==> config.mk <==
export PLATFORM = sky130hd
export DESIGN_NAME = gcd_job_sequencer
export DESIGN_NICKNAME = d
export VERILOG_FILES = /design/src/rtl/gcd_pkg.sv /design/src/rtl/gcd_pair_fifo.sv /design/src/rtl/gcd_job_sequencer.sv
export SDC_FILE = /design/constraint.sdc
export NUM_CORES = 1
export LEC_CHECK = 0
export BUFFER_PORTS_ARGS = -buffer_cell sky130_fd_sc_hd__clkbuf_2
export CAP_MARGIN = 20
export CORE_MARGIN = 2
export CORE_UTILIZATION = 53
export DETAILED_ROUTE_END_ITERATION = 8
export PLACE_DENSITY = 0.8
export SKIP_LAST_GASP = 1
export SYNTH_ARGS = -nofsm -noshare
export SYNTH_HDL_FRONTEND = slang
export SYNTH_HIERARCHICAL = 1
export SYNTH_SLANG_ARGS = --single-unit
==> constraint.sdc <==
create_clock -name clk -period 2.8 [get_ports clk]
set_input_delay 0.14 -clock clk [delete_from_list [all_inputs] [get_ports clk]]
set_output_delay 0.14 -clock clk [all_outputs]
set_load 0.02 [all_outputs]
==> src/rtl/gcd_pkg.sv <==
// Shared types and constants for the GCD job sequencer and its operand FIFO.
//   gcd_state_e : sequencer FSM states
//   gcd_err_e   : result status codes reported on out_err
//   GCD_WIDTH   : default operand/result width, matching the core
package gcd_pkg;

    localparam int unsigned GCD_WIDTH = 16;

    typedef enum logic [2:0] {
        REARM,
        IDLE,
        LOAD_A,
        LOAD_B,
        RUN,
        HOLD
    } gcd_state_e;

    typedef enum logic [1:0] {
        GCD_OK      = 2'd0,
        GCD_ZERO    = 2'd1,
        GCD_TIMEOUT = 2'd2
    } gcd_err_e;

endpackage

==> src/rtl/gcd_pair_fifo.sv <==
// Operand-pair FIFO in front of the GCD sequencer.
//   clk, rst_n   : clock, asynchronous active-low reset (clears pointers/count)
//   push_i       : write push_data_i when not full
//   push_data_i  : {a, b} pair, 2*WIDTH bits
//   pop_i        : advance the read pointer when not empty
//   full_o       : all DEPTH entries occupied
//   empty_o      : no entries occupied
//   head_o       : oldest entry (valid when !empty_o)
module gcd_pair_fifo
    import gcd_pkg::*;
#(
    parameter int unsigned WIDTH = GCD_WIDTH,
    parameter int unsigned DEPTH = 4
) (
    input  logic               clk,
    input  logic               rst_n,
    input  logic               push_i,
    input  logic [2*WIDTH-1:0] push_data_i,
    input  logic               pop_i,
    output logic               full_o,
    output logic               empty_o,
    output logic [2*WIDTH-1:0] head_o
);

    localparam int unsigned AW = (DEPTH > 1) ? $clog2(DEPTH) : 1;

    logic [2*WIDTH-1:0] mem_q [DEPTH];
    logic [AW-1:0]      wr_ptr_q, wr_ptr_d;
    logic [AW-1:0]      rd_ptr_q, rd_ptr_d;
    logic [AW:0]        count_q, count_d;
    logic               do_push, do_pop;

    assign full_o  = (count_q == (AW+1)'(DEPTH));
    assign empty_o = (count_q == '0);
    assign head_o  = mem_q[rd_ptr_q];

    always_comb begin
        do_push  = push_i && !full_o;
        do_pop   = pop_i && !empty_o;
        wr_ptr_d = wr_ptr_q;
        rd_ptr_d = rd_ptr_q;
        count_d  = count_q;
        // DEPTH is a power of two, so pointers wrap naturally.
        if (do_push) begin
            wr_ptr_d = wr_ptr_q + AW'(1);
        end
        if (do_pop) begin
            rd_ptr_d = rd_ptr_q + AW'(1);
        end
        if (do_push && !do_pop) begin
            count_d = count_q + (AW+1)'(1);
        end else if (!do_push && do_pop) begin
            count_d = count_q - (AW+1)'(1);
        end
    end

    always_ff @(posedge clk or negedge rst_n) begin
        if (!rst_n) begin
            wr_ptr_q <= '0;
            rd_ptr_q <= '0;
            count_q  <= '0;
        end else begin
            wr_ptr_q <= wr_ptr_d;
            rd_ptr_q <= rd_ptr_d;
            count_q  <= count_d;
        end
    end

    // Storage needs no reset: entries are only read after being written.
    always_ff @(posedge clk) begin
        if (do_push) begin
            mem_q[wr_ptr_q] <= push_data_i;
        end
    end

endmodule

==> src/rtl/gcd_job_sequencer.sv <==
// Front-end for the GCD core: buffers operand pairs, drives the core's serial
// load (A with start, then B), waits for done or a RUN-cycle timeout, and
// presents {gcd, err, cycles} on a valid/ready result stream. The core is
// re-armed with a one-cycle core_rst_n pulse after each result is taken.
//   in_valid/in_ready/in_a/in_b            : operand pair stream
//   out_valid/out_ready/out_gcd/out_err/out_cycles : result stream
//   core_rst_n/core_start/core_data        : core control/load
//   core_done/core_result                  : core status/result
module gcd_job_sequencer
    import gcd_pkg::*;
#(
    parameter int unsigned WIDTH   = GCD_WIDTH,
    parameter int unsigned DEPTH   = 4,
    parameter logic [15:0] MAX_RUN = 16'hFFFF
) (
    input  logic             clk,
    input  logic             rst_n,
    input  logic             in_valid,
    output logic             in_ready,
    input  logic [WIDTH-1:0] in_a,
    input  logic [WIDTH-1:0] in_b,
    output logic             out_valid,
    input  logic             out_ready,
    output logic [WIDTH-1:0] out_gcd,
    output logic [1:0]       out_err,
    output logic [15:0]      out_cycles,
    output logic             core_rst_n,
    output logic             core_start,
    output logic [WIDTH-1:0] core_data,
    input  logic             core_done,
    input  logic [WIDTH-1:0] core_result
);

    gcd_state_e         state_q, state_d;
    logic [WIDTH-1:0]   op_b_q, op_b_d;
    logic [15:0]        cnt_q, cnt_d, cnt_inc;
    logic               out_valid_q, out_valid_d;
    logic [WIDTH-1:0]   out_gcd_q, out_gcd_d;
    logic [1:0]         out_err_q, out_err_d;
    logic [15:0]        out_cycles_q, out_cycles_d;
    logic               core_rst_n_q, core_rst_n_d;
    logic               core_start_q, core_start_d;
    logic [WIDTH-1:0]   core_data_q, core_data_d;

    logic               fifo_full, fifo_empty, fifo_pop;
    logic [2*WIDTH-1:0] fifo_head;
    logic [WIDTH-1:0]   head_a, head_b;

    gcd_pair_fifo #(
        .WIDTH (WIDTH),
        .DEPTH (DEPTH)
    ) u_fifo (
        .clk         (clk),
        .rst_n       (rst_n),
        .push_i      (in_valid),
        .push_data_i ({in_a, in_b}),
        .pop_i       (fifo_pop),
        .full_o      (fifo_full),
        .empty_o     (fifo_empty),
        .head_o      (fifo_head)
    );

    assign head_a     = fifo_head[2*WIDTH-1:WIDTH];
    assign head_b     = fifo_head[WIDTH-1:0];
    assign in_ready   = !fifo_full;
    assign out_valid  = out_valid_q;
    assign out_gcd    = out_gcd_q;
    assign out_err    = out_err_q;
    assign out_cycles = out_cycles_q;
    assign core_rst_n = core_rst_n_q;
    assign core_start = core_start_q;
    assign core_data  = core_data_q;

    always_comb begin
        state_d      = state_q;
        op_b_d       = op_b_q;
        cnt_d        = cnt_q;
        out_valid_d  = out_valid_q;
        out_gcd_d    = out_gcd_q;
        out_err_d    = out_err_q;
        out_cycles_d = out_cycles_q;
        core_rst_n_d = 1'b1;
        core_start_d = 1'b0;
        core_data_d  = '0;
        fifo_pop     = 1'b0;
        cnt_inc      = (cnt_q == 16'hFFFF) ? cnt_q : cnt_q + 16'd1;

        unique case (state_q)
            REARM: begin
                state_d = IDLE;
            end
            IDLE: begin
                if (!fifo_empty) begin
                    fifo_pop = 1'b1;
                    op_b_d   = head_b;
                    cnt_d    = '0;
                    // A zero operand never converges in the core: report it directly.
                    if (head_a == '0 || head_b == '0) begin
                        out_valid_d  = 1'b1;
                        out_gcd_d    = '0;
                        out_err_d    = GCD_ZERO;
                        out_cycles_d = '0;
                        state_d      = HOLD;
                    end else begin
                        // A goes straight into the registered core_data for LOAD_A.
                        core_start_d = 1'b1;
                        core_data_d  = head_a;
                        state_d      = LOAD_A;
                    end
                end
            end
            LOAD_A: begin
                core_data_d = op_b_q;
                state_d     = LOAD_B;
            end
            LOAD_B: begin
                state_d = RUN;
            end
            RUN: begin
                cnt_d = cnt_inc;
                if (core_done) begin
                    out_valid_d  = 1'b1;
                    out_gcd_d    = core_result;
                    out_err_d    = GCD_OK;
                    out_cycles_d = cnt_inc;
                    state_d      = HOLD;
                end else if (cnt_inc >= MAX_RUN) begin
                    out_valid_d  = 1'b1;
                    out_gcd_d    = '0;
                    out_err_d    = GCD_TIMEOUT;
                    out_cycles_d = MAX_RUN;
                    state_d      = HOLD;
                end
            end
            HOLD: begin
                if (out_ready) begin
                    out_valid_d  = 1'b0;
                    core_rst_n_d = 1'b0;
                    state_d      = REARM;
                end
            end
            default: begin
                core_rst_n_d = 1'b0;
                state_d      = REARM;
            end
        endcase
    end

    always_ff @(posedge clk or negedge rst_n) begin
        if (!rst_n) begin
            state_q      <= REARM;
            op_b_q       <= '0;
            cnt_q        <= '0;
            out_valid_q  <= 1'b0;
            out_gcd_q    <= '0;
            out_err_q    <= GCD_OK;
            out_cycles_q <= '0;
            core_rst_n_q <= 1'b0;
            core_start_q <= 1'b0;
            core_data_q  <= '0;
        end else begin
            state_q      <= state_d;
            op_b_q       <= op_b_d;
            cnt_q        <= cnt_d;
            out_valid_q  <= out_valid_d;
            out_gcd_q    <= out_gcd_d;
            out_err_q    <= out_err_d;
            out_cycles_q <= out_cycles_d;
            core_rst_n_q <= core_rst_n_d;
            core_start_q <= core_start_d;
            core_data_q  <= core_data_d;
        end
    end

endmodule

==> results of run 1 <==
-- per-stage QoR --
step           setup slack [ps]  cells  power (µW)
6_report                 -111.3   1061       12930
3_5_place_dp             -153.2    949        9001
2_1_floorplan             61.05    594        7496
3_3_place_gp             -51.82    949        8772
4_1_cts                  -29.16   1046       12540
5_1_grt                  -235.5   1061       13440
-- timing repair --
| action | in CTS | in global routing |
|---|---|---|
| endpoints found under the setup margin | 32 | 34 |
| hold buffers | 50 | 0 |
| buffers inserted | 3 | 11 |
| pin swaps | 0 | 6 |
| endpoints found under the hold margin | 202 | 0 |
| cloned | 0 | 3 |
| resized for setup | 5 | 16 |
-- cell type report --
class / count / share of cell area, %
Sequential cell: 223 / 51.37
Inverter: 12 / 0.3719
Tap cell: 225 / 2.324
Timing Repair Buffer: 238 / 14.71
Clock inverter: 12 / 1.746
Clock buffer: 32 / 5.382
Multi-Input combinational cell: 319 / 24.10
-- how the worst max path moves through the flow --
stage / from / slack, ps / cells after the start / endpoint
CTS: u_fifo/rd_ptr_q[0]$_DFFE_PN0P_ / -30 / 11 / out_gcd[15]$_DFFE_PN0P_
global placement: u_fifo/rd_ptr_q[0]$_DFFE_PN0P_ / -50 / 10 / out_cycles[14]$_DFFE_PN0P_
finish: u_fifo/rd_ptr_q[0]$_DFFE_PN0P_ / -110 / 11 / out_gcd[4]$_DFFE_PN0P_
floorplan: cnt_q[1]$_DFFE_PN0P_ / 60 / 12 / out_cycles[1]$_DFFE_PN0P_
global route: u_fifo/rd_ptr_q[0]$_DFFE_PN0P_ / -240 / 11 / out_gcd[3]$_DFFE_PN0P_
detailed placement: u_fifo/rd_ptr_q[0]$_DFFE_PN0P_ / -150 / 11 / out_gcd[15]$_DFFE_PN0P_
-- power breakdown --
| group | leakage, µW | total, µW | internal (µW) | switching (µW) |
|---|---|---|---|---|
| clock network | 0.000409 | 3400 | 2110 | 1290 |
| registers | 0.00238 | 4950 | 4440 | 502 |
| logic | 0.00210 | 4580 | 2130 | 2440 |
-- cells in the mapped netlist, drive strengths merged (3+ instances only) --
library cell | n | area [µm²]
o211ai | 4 | 30.03
edfxtp | 128 | 3844
xnor2 | 8 | 70.07
nor3b | 3 | 27.52
dfrtp | 95 | 2377
a31oi | 4 | 40.04
ha | 6 | 75.07
clkbuf | 16 | 60.06
nor4 | 16 | 115.1
mux4 | 32 | 735.7
nor2 | 24 | 92.59
nand4 | 8 | 62.56
buf | 24 | 224.0
mux2 | 20 | 229.0
a21oi | 14 | 70.07
and3 | 6 | 37.54
nand3 | 11 | 72.57
o31ai | 4 | 30.03
nand2 | 32 | 120.1
nand2b | 6 | 45.04
a21o | 9 | 67.56
and2 | 6 | 37.54
xor2 | 4 | 35.03
o21ai | 21 | 105.1
mux2i | 4 | 40.04
or3 | 3 | 23.77
nor3 | 8 | 40.04
inv | 12 | 45.04
and4 | 4 | 35.03
a22o | 40 | 350.3
-- flip-flops by register name, summed over array words and instances, names as in the netlist --
signal and flops:
out_valid 1, out_err 2, core_start 1, u_fifo/wr_ptr_q 2
core_rst_n 1, out_gcd 16, cnt_q 16, core_data 16
u_fifo/rd_ptr_q 2, u_fifo/mem_q 128, u_fifo/count_q 3, state_q 3
out_cycles 16, op_b_q 16
-- worst max-delay path, stage by stage, from the launching register on --
cell and delay [ps]:
dfrtp_2 440, buf_6 130, clkbuf_16 130, mux4_1 630, nor4_2 270, nand4_1 210, nand2_2 170, a31oi_4 110
nor2_4 160, nand2b_4 120, clkbuf_16 180, a22o_1 230
-- cells by family (layout without fill, tap and decap cells) --
kind of cell / count (synthesis) / after routing / synth area share (%)
muxes: 56 / 56 / 10.74
adders and majority gates: 7 / 7 / 1.016
AOI/OAI and AO/OA: 113 / 113 / 9.229
xor gates and xnor gates: 12 / 12 / 1.123
and+or+nand+nor: 131 / 131 / 7.878
DFF: 223 / 223 / 66.50
buffers and inverters: 52 / 294 / 3.517
-- per-layer routing --
metal / GRT usage, % / part of all wire, %
met1: 30.56 / 39
met4: 9.565 / 3.8
met2: 43.50 / 52
met5: 0 / 0
met3: 3.370 / 5.6
==> flow_summary.toml, run 1 <==
[route]
first_pass_iters = 5
vias_per_cell = 5.893
first_iter_violations = 528
ant_nets = 0
drc = 0
finalWirelength_um = 23450
routedWlPerCell_um = 22.10
dr_total_vias = 6253

[global_route]
grt.overflow.total = 0
grt_pass1_wl_um = 34800
track_usage_pct = 24.51
grt_max_degree = 59
antenna_found_initial = 0
grt_pass1_vias = 6456

[timing]
hold_ws_ps = 124.6
fin_ws_ps = -111.3
final_hold_viol_count = 0
grt_setup_unrepaired = "true"
fin_crit_sh_pct = 104.0
setup_viol = 27
fmax_mhz = 343.5
tightest_slew_ps = 963.5
slew_headroom_pct = 35.61
fin_tns_setup_ps = -2310
min_period_ps = 2911
drv_slew = 0
skew_ps = 10.39

[synth]
synth_warnings = 6
synth_cell_types = 63
syn_area_per_cell_um2 = 15.75
async_flop_share_pct = 42.60
synthFlopType = "edfxtp_1"
syn_area_um2 = 9355
synthCells = 594
syn-num-nets = 654
ys_seq_elements = 223
synth_edf_count = 128
seq_area_frac_synth_pct = 66.50

[placed_design]
place_area_um2 = 10440
io_buffers = 106
place_hpwl_um = 14430
gp_congestion = 0.9035

[worst_setup_path]
cp-end-kind = "flip-flop"
criticalPathCategory = "reg -> reg"
critPathLaunchType = "flip-flop"
worstPathArrival_ps = 3310
critPathRequiredTime_ps = 3200
cp_max_fo = 7
reg2reg_from = "u_fifo/rd_ptr_q[0]$_DFFE_PN0P_"
r2r-end = "out_gcd[4]$_DFFE_PN0P_"
r2r_cells = 11
ff2ff_setup_slack_ps = -110

[floorplanning]
start_util_pct = 54.09
coreArea_um2 = 17300
dieArea_um2 = 18730
pin_count = 107
rows = 48
fp.dieW_um = 136.9
die_h_um = 136.9

[min_path]
holdCritStartpoint = "core_done"
hold_class = "in -> reg"
hold_depth = 3
hold_end = "out_cycles[0]$_DFFE_PN0P_"

[layout]
multiInputGateArea_um2 = 2919
area_growth_pct = 29.48
seq_area_um2 = 6222
antenna_cells = 0
design_area_um2 = 12110
fillers = 1100
fin_nets = 878
fin_util_pct = 70.03
final_common_cell = "edfxtp_1"
final_cell_mix = "edfxtp_1 (128), clkbuf_2 (105), dfrtp_1 (94), buf_4 (70), dlygate4sd3_1 (50)"
drive_above_1_share_pct = 35.29

[run]
drv_cap = 0

[clock_tree]
h-tree-depth = 1
clk_transition_reported_paths_ps = 60
numCtsBuffers = 24
clk_latency_ps = 530
clockBufferDepth = 3
cts_tree = "done"
clock_sinks = 223
root_buffer = "clkbuf_16"

[run_status]
run_status = "finished, violations left"
violations = "setup timing"

[power]
ir_worst_vdd_mv = 0.7298
p_leak_uw = 0.004893
p_per_area_nw_per_um2 = 1067
Power figures use the tool's default switching activity.
==> run 2: changes to the inputs <==
Settings changed: CORE_UTILIZATION 53 to 55, CTS_BUF_LIST set to sky130_fd_sc_hd__clkbuf_4, PLACE_DENSITY 0.8 to 0.83.
==> flow_summary.toml, run 2 (synthesized netlist as in run 1, its figures left out) <==
[run_status]
run_status = "finished, violations left"
violations = "setup timing"

[placed_design]
place_hpwl_um = 14090
place_area_um2 = 10430
placedCellCount = 943
io_buffers = 106
gp_congestion = 0.8807

[layout]
fin_nets = 901
antenna_cells = 0
fin_util_pct = 71.89
seq_area_um2 = 6222
multiInputGateArea_um2 = 2942
top_register = "u_fifo/mem_q"
fillers = 1092
final_common_cell = "edfxtp_1"
instances_no_fill = 1106
largest_register_ffs = 128
design_area_um2 = 11920
area_growth_pct = 27.43
drive_above_1_share_pct = 38.94
final_cell_mix = "edfxtp_1 (128), clkbuf_2 (105), dfrtp_1 (94), clkbuf_4 (82), buf_4 (63)"

[worst_setup_path]
crit_path_frequent_cell = "buf_12"
cpPeakStageDelay_ps = 580
crit_family = "simple AND/OR/NAND/NOR gates"
cp-startpoint = "u_fifo/rd_ptr_q[0]$_DFFE_PN0P_"
crit_chain = "buf_12 > buf_12 > mux4_2 > nor4_4 > nand4_1 > nand2_2 > a31oi_4 > nor2_4 > nand2b_4 > buf_12 > a22o_1"
cp-end-kind = "flip-flop"
worstPathArrival_ps = 3380
reg2reg_from = "u_fifo/rd_ptr_q[0]$_DFFE_PN0P_"
critPathLaunchType = "flip-flop"
crit_cells = 11
r2r_cells = 11
critPathRequiredTime_ps = 3340
r2r-end = "out_gcd[4]$_DFFE_PN0P_"
critPathBufInv = 3
slowest_stage = "mux4_2"
criticalPathCategory = "reg -> reg"
ff2ff_setup_slack_ps = -40
cp_max_fo = 16
crit_end = "out_gcd[4]$_DFFE_PN0P_"

[clock_tree]
numCtsBuffers = 55
clk_latency_ps = 690
clock_sinks = 223
root_buffer = "clkbuf_4"
clk_transition_reported_paths_ps = 80
h-tree-depth = 2
cts_tree = "done"
clockBufferDepth = 3

[timing]
min_period_ps = 2837
slew_headroom_pct = 44.38
drv_slew = 0
grt_setup_unrepaired = "true"
fin_ws_ps = -36.88
final_hold_viol_count = 0
fin_tns_setup_ps = -375.4
setup_viol = 20
fin_crit_sh_pct = 101.3
skew_ps = 62.16
tightest_slew_ps = 832.3
fmax_mhz = 352.5

[power]
p_per_area_nw_per_um2 = 1003
p_leak_uw = 0.004872
intPower_uw = 7840
pwr-share-seq_pct = 41.1
combPwrFrac_pct = 36.8
report.power.total_uw = 11950
clock_power_share_pct = 22.1
ir_worst_vdd_mv = 0.6312
switching_share_pct = 34.42
power.switching_uw = 4115

[global_route]
antenna_found_initial = 0
track_usage_pct = 25.97
grt_pass1_vias = 6741
grt.overflow.total = 0
grt_pass1_wl_um = 35660
grt_max_degree = 53

[route]
finalWirelength_um = 22550
first_iter_violations = 463
routedWlPerCell_um = 20.39
vias_per_cell = 5.718
drc = 0
ant_nets = 0
first_pass_iters = 5
dr_total_vias = 6324

[floorplanning]
dieArea_um2 = 18070
rows = 47
pin_count = 107
start_util_pct = 56.41
fp.dieW_um = 134.4
die_h_um = 134.4
coreArea_um2 = 16580

[min_path]
hold_class = "in -> async"

[run]
drv_cap = 0
==> run 2: how the worst min path moves through the flow <==
stage | startpoint | endpoint | slack, ps | depth (start not counted)
after global placement | rst_n | out_cycles[1]$_DFFE_PN0P_ | 210 | 1
after CTS | rst_n | core_data[7]$_DFF_PN0_ | 60 | 2
after global routing | rst_n | u_fifo/rd_ptr_q[1]$_DFFE_PN0P_ | 70 | 2
after detailed placement | rst_n | out_cycles[1]$_DFFE_PN0P_ | 230 | 1
final | rst_n | core_data[7]$_DFF_PN0_ | 60 | 2
after floorplan | rst_n | cnt_q[0]$_DFFE_PN0P_ | -160 | 0
==> run 2: timing repair <==
action | CTS | global route
hold endpoints to repair | 203 | 0
hold buffers | 52 | 0
gates resized for setup | 16 | 10
setup buffers | 5 | 1
pin swaps | 6 | 13
cloned | 2 | 1
endpoints found under the setup margin | 32 | 50
==> run 2: power by group through the flow <==
stage	Sequential [µW]	Clock (µW)	Combinational (µW)
after floorplan	5190	0	2310
after global placement	4900	0	3790
after detailed placement	4960	0	3920
after CTS	4890	2670	4330
after global routing	4990	2900	4710
final	4920	2640	4400
==> run 2: metal layers <==
layer	vias to the layer above	track usage, %	share of wire (%)
li1	2855	-	-
met1	3181	32.24	39
met2	253	45.75	53
met3	35	5.896	6.3
met4	0	7.778	1.9
met5	-	0	0
==> run 2: cell type report <==
cell class,instances,share of cell area (%)
inverters,12,0.3778
flip-flops and latches,223,52.19
clock buffers,82,5.164
repair buffers,230,14.52
well taps,220,2.309
multi-input cells,319,24.67
clock inverters,20,0.7662
==> run 2: through the flow <==
step,setup WS [ps],hold slack [ps]
after detailed placement,-183.0,230.2
after global routing,-195.7,65.61
final,-36.88,63.22
after CTS,-42.07,57.90
after floorplan,61.05,-155.6
after global placement,-129.3,208.0
==> run 3: changes to the inputs <==
Settings changed: CAP_MARGIN 20 to unset, PLACE_DENSITY 0.83 to 0.8, TNS_END_PERCENT set to 1.
Clock period 2.8 ns to 2.62 ns, I/O delays scaled along.
==> flow_summary.toml, run 3 (synthesized netlist as in run 1, its figures left out) <==
[timing]
tightest_slew_ps = 852.9
slew_headroom_pct = 43.00
fin_ws_ps = -234.6
setup_viol = 33
skew_ps = 61.34
min_period_ps = 2855
grt_setup_unrepaired = "true"
fin_crit_sh_pct = 109.0
final_hold_viol_count = 0
fmax_mhz = 350.3
drv_slew = 0

[clock_tree]
h-tree-depth = 2
root_buffer = "clkbuf_4"
clock_sinks = 223
clk_transition_reported_paths_ps = 80
cts_tree = "done"
clk_latency_ps = 700
numCtsBuffers = 54
clockBufferDepth = 3

[route]
routedWlPerCell_um = 20.58
first_iter_violations = 502
finalWirelength_um = 22850
dr_total_vias = 6376
first_pass_iters = 7
drc = 0
ant_nets = 0
vias_per_cell = 5.744

[placed_design]
io_buffers = 106
place_hpwl_um = 14410
placedCellCount = 949
gp_congestion = 0.8916
place_area_um2 = 10460

[worst_setup_path]
r2r_cells = 10
crit_end = "out_gcd[8]$_DFFE_PN0P_"
cp-startpoint = "u_fifo/rd_ptr_q[0]$_DFFE_PN0P_"
reg2reg_from = "u_fifo/rd_ptr_q[0]$_DFFE_PN0P_"
ff2ff_setup_slack_ps = -230
r2r-end = "out_gcd[8]$_DFFE_PN0P_"
worstPathArrival_ps = 3390
cp_max_fo = 10
critPathLaunchType = "flip-flop"
critPathRequiredTime_ps = 3150
cp-end-kind = "flip-flop"
criticalPathCategory = "reg -> reg"

[power]
switching_share_pct = 33.88
power.switching_uw = 4339
ir_worst_vdd_mv = 0.6684
intPower_uw = 8468
combPwrFrac_pct = 36.4
p_per_area_nw_per_um2 = 1074
p_leak_uw = 0.004912
report.power.total_uw = 12810
pwr-share-seq_pct = 41.0
clock_power_share_pct = 22.6

[layout]
instances_no_fill = 1110
final_common_cell = "edfxtp_1"
design_area_um2 = 11930
drive_above_1_share_pct = 38.99
fin_util_pct = 71.91
top_register = "u_fifo/mem_q"
fillers = 1036
fin_nets = 908
antenna_cells = 0
final_cell_mix = "edfxtp_1 (128), clkbuf_2 (105), dfrtp_1 (94), clkbuf_4 (89), buf_4 (70)"
largest_register_ffs = 128
area_growth_pct = 27.47

[floorplanning]
die_h_um = 134.4
coreArea_um2 = 16580
pin_count = 107
start_util_pct = 56.41
rows = 47
dieArea_um2 = 18070
fp.dieW_um = 134.4

[global_route]
grt_pass1_wl_um = 35580
grt_pass1_vias = 6734
grt_max_degree = 37
antenna_found_initial = 0
grt.overflow.total = 0
track_usage_pct = 25.90

[run]
drv_cap = 0

[run_status]
run_status = "finished, violations left"
violations = "setup timing"

[min_path]
hold_class = "in -> reg"
[run 3: changes by cell type in the layout (fill, tap and decap cells not counted), moves of 2 or more]
cell      change
buf_4         +7
clkbuf_4      +7
clkinv_1      -7
clkinv_2      -4
inv_6         +2
nor4_1        +6
nor4_2        -3
nor4_4        -3
[run 3: per-stage QoR]
stage / worst slack (ps) / hold slack (ps) / setup TNS (ps)
after floorplan: -119.0 / -164.6 / -3237
after global placement: -289.9 / 124.5 / -8468
after detailed placement: -349.9 / 135.7 / -10150
after CTS: -238.9 / 166.4 / -5863
after global routing: -357.2 / 178.7 / -10810
final: -234.6 / 210.7 / -5910
[run 3: metal layers]
layer  global-route usage, %  up-vias  wire length (µm)
met5                       0        -                 0
met4                   10.41        0               705
met3                   5.442       50              1643
met2                   45.15      312             11730
met1                   31.71     3154              8768
li1                        -     2860                 -
[run 3: critical path: stages (launching register included)]
cell       delay (ps)
dfrtp_2           460
buf_12            180
mux4_2            540
nor4_1            420
nand4_1           200
nand2_2           150
a31oi_4           110
nor2_4            140
nand2b_4          120
clkbuf_16         180
a22o_1            220
[run 3: how the worst min path moves through the flow]
stage	from	to	slack [ps]	cells past startpoint
2_1_floorplan	rst_n	cnt_q[0]$_DFFE_PN0P_	-160	0
3_3_place_gp	rst_n	out_cycles[10]$_DFFE_PN0P_	120	1
3_5_place_dp	rst_n	out_cycles[4]$_DFFE_PN0P_	140	1
4_1_cts	in_b[3]	u_fifo/mem_q[1][3]$_DFFE_PP_	170	2
5_1_grt	in_b[6]	u_fifo/mem_q[0][6]$_DFFE_PP_	180	2
6_report	in_b[4]	u_fifo/mem_q[2][4]$_DFFE_PP_	210	2
[run 3: power by group through the flow]
| stage | logic [µW] | registers (µW) | clock network (µW) |
|---|---|---|---|
| after floorplan | 2470 | 5540 | 0 |
| after global placement | 4100 | 5230 | 0 |
| after detailed placement | 4240 | 5300 | 0 |
| after CTS | 4500 | 5230 | 2940 |
| after global routing | 4970 | 5340 | 3120 |
| final | 4660 | 5250 | 2900 |
[run 3: what timing repair did]
action,CTS,global route
buffers inserted,2,4
resized for setup,9,4
cloned,1,2
hold endpoints to repair,252,0
setup endpoints to repair,34,52
pin swaps,3,15
hold buffers,54,0
[run 3: cell type report]
class	instances	area, µm²	share of cell area [%]
sequential	223	6222	52.18
multi-input combinational	319	2880	24.15
timing repair buffer	238	1790	15.01
clock buffer	89	668.1	5.603
tap	220	275.3	2.308
inverter	12	45.04	0.3777
clock inverter	9	43.79	0.3672
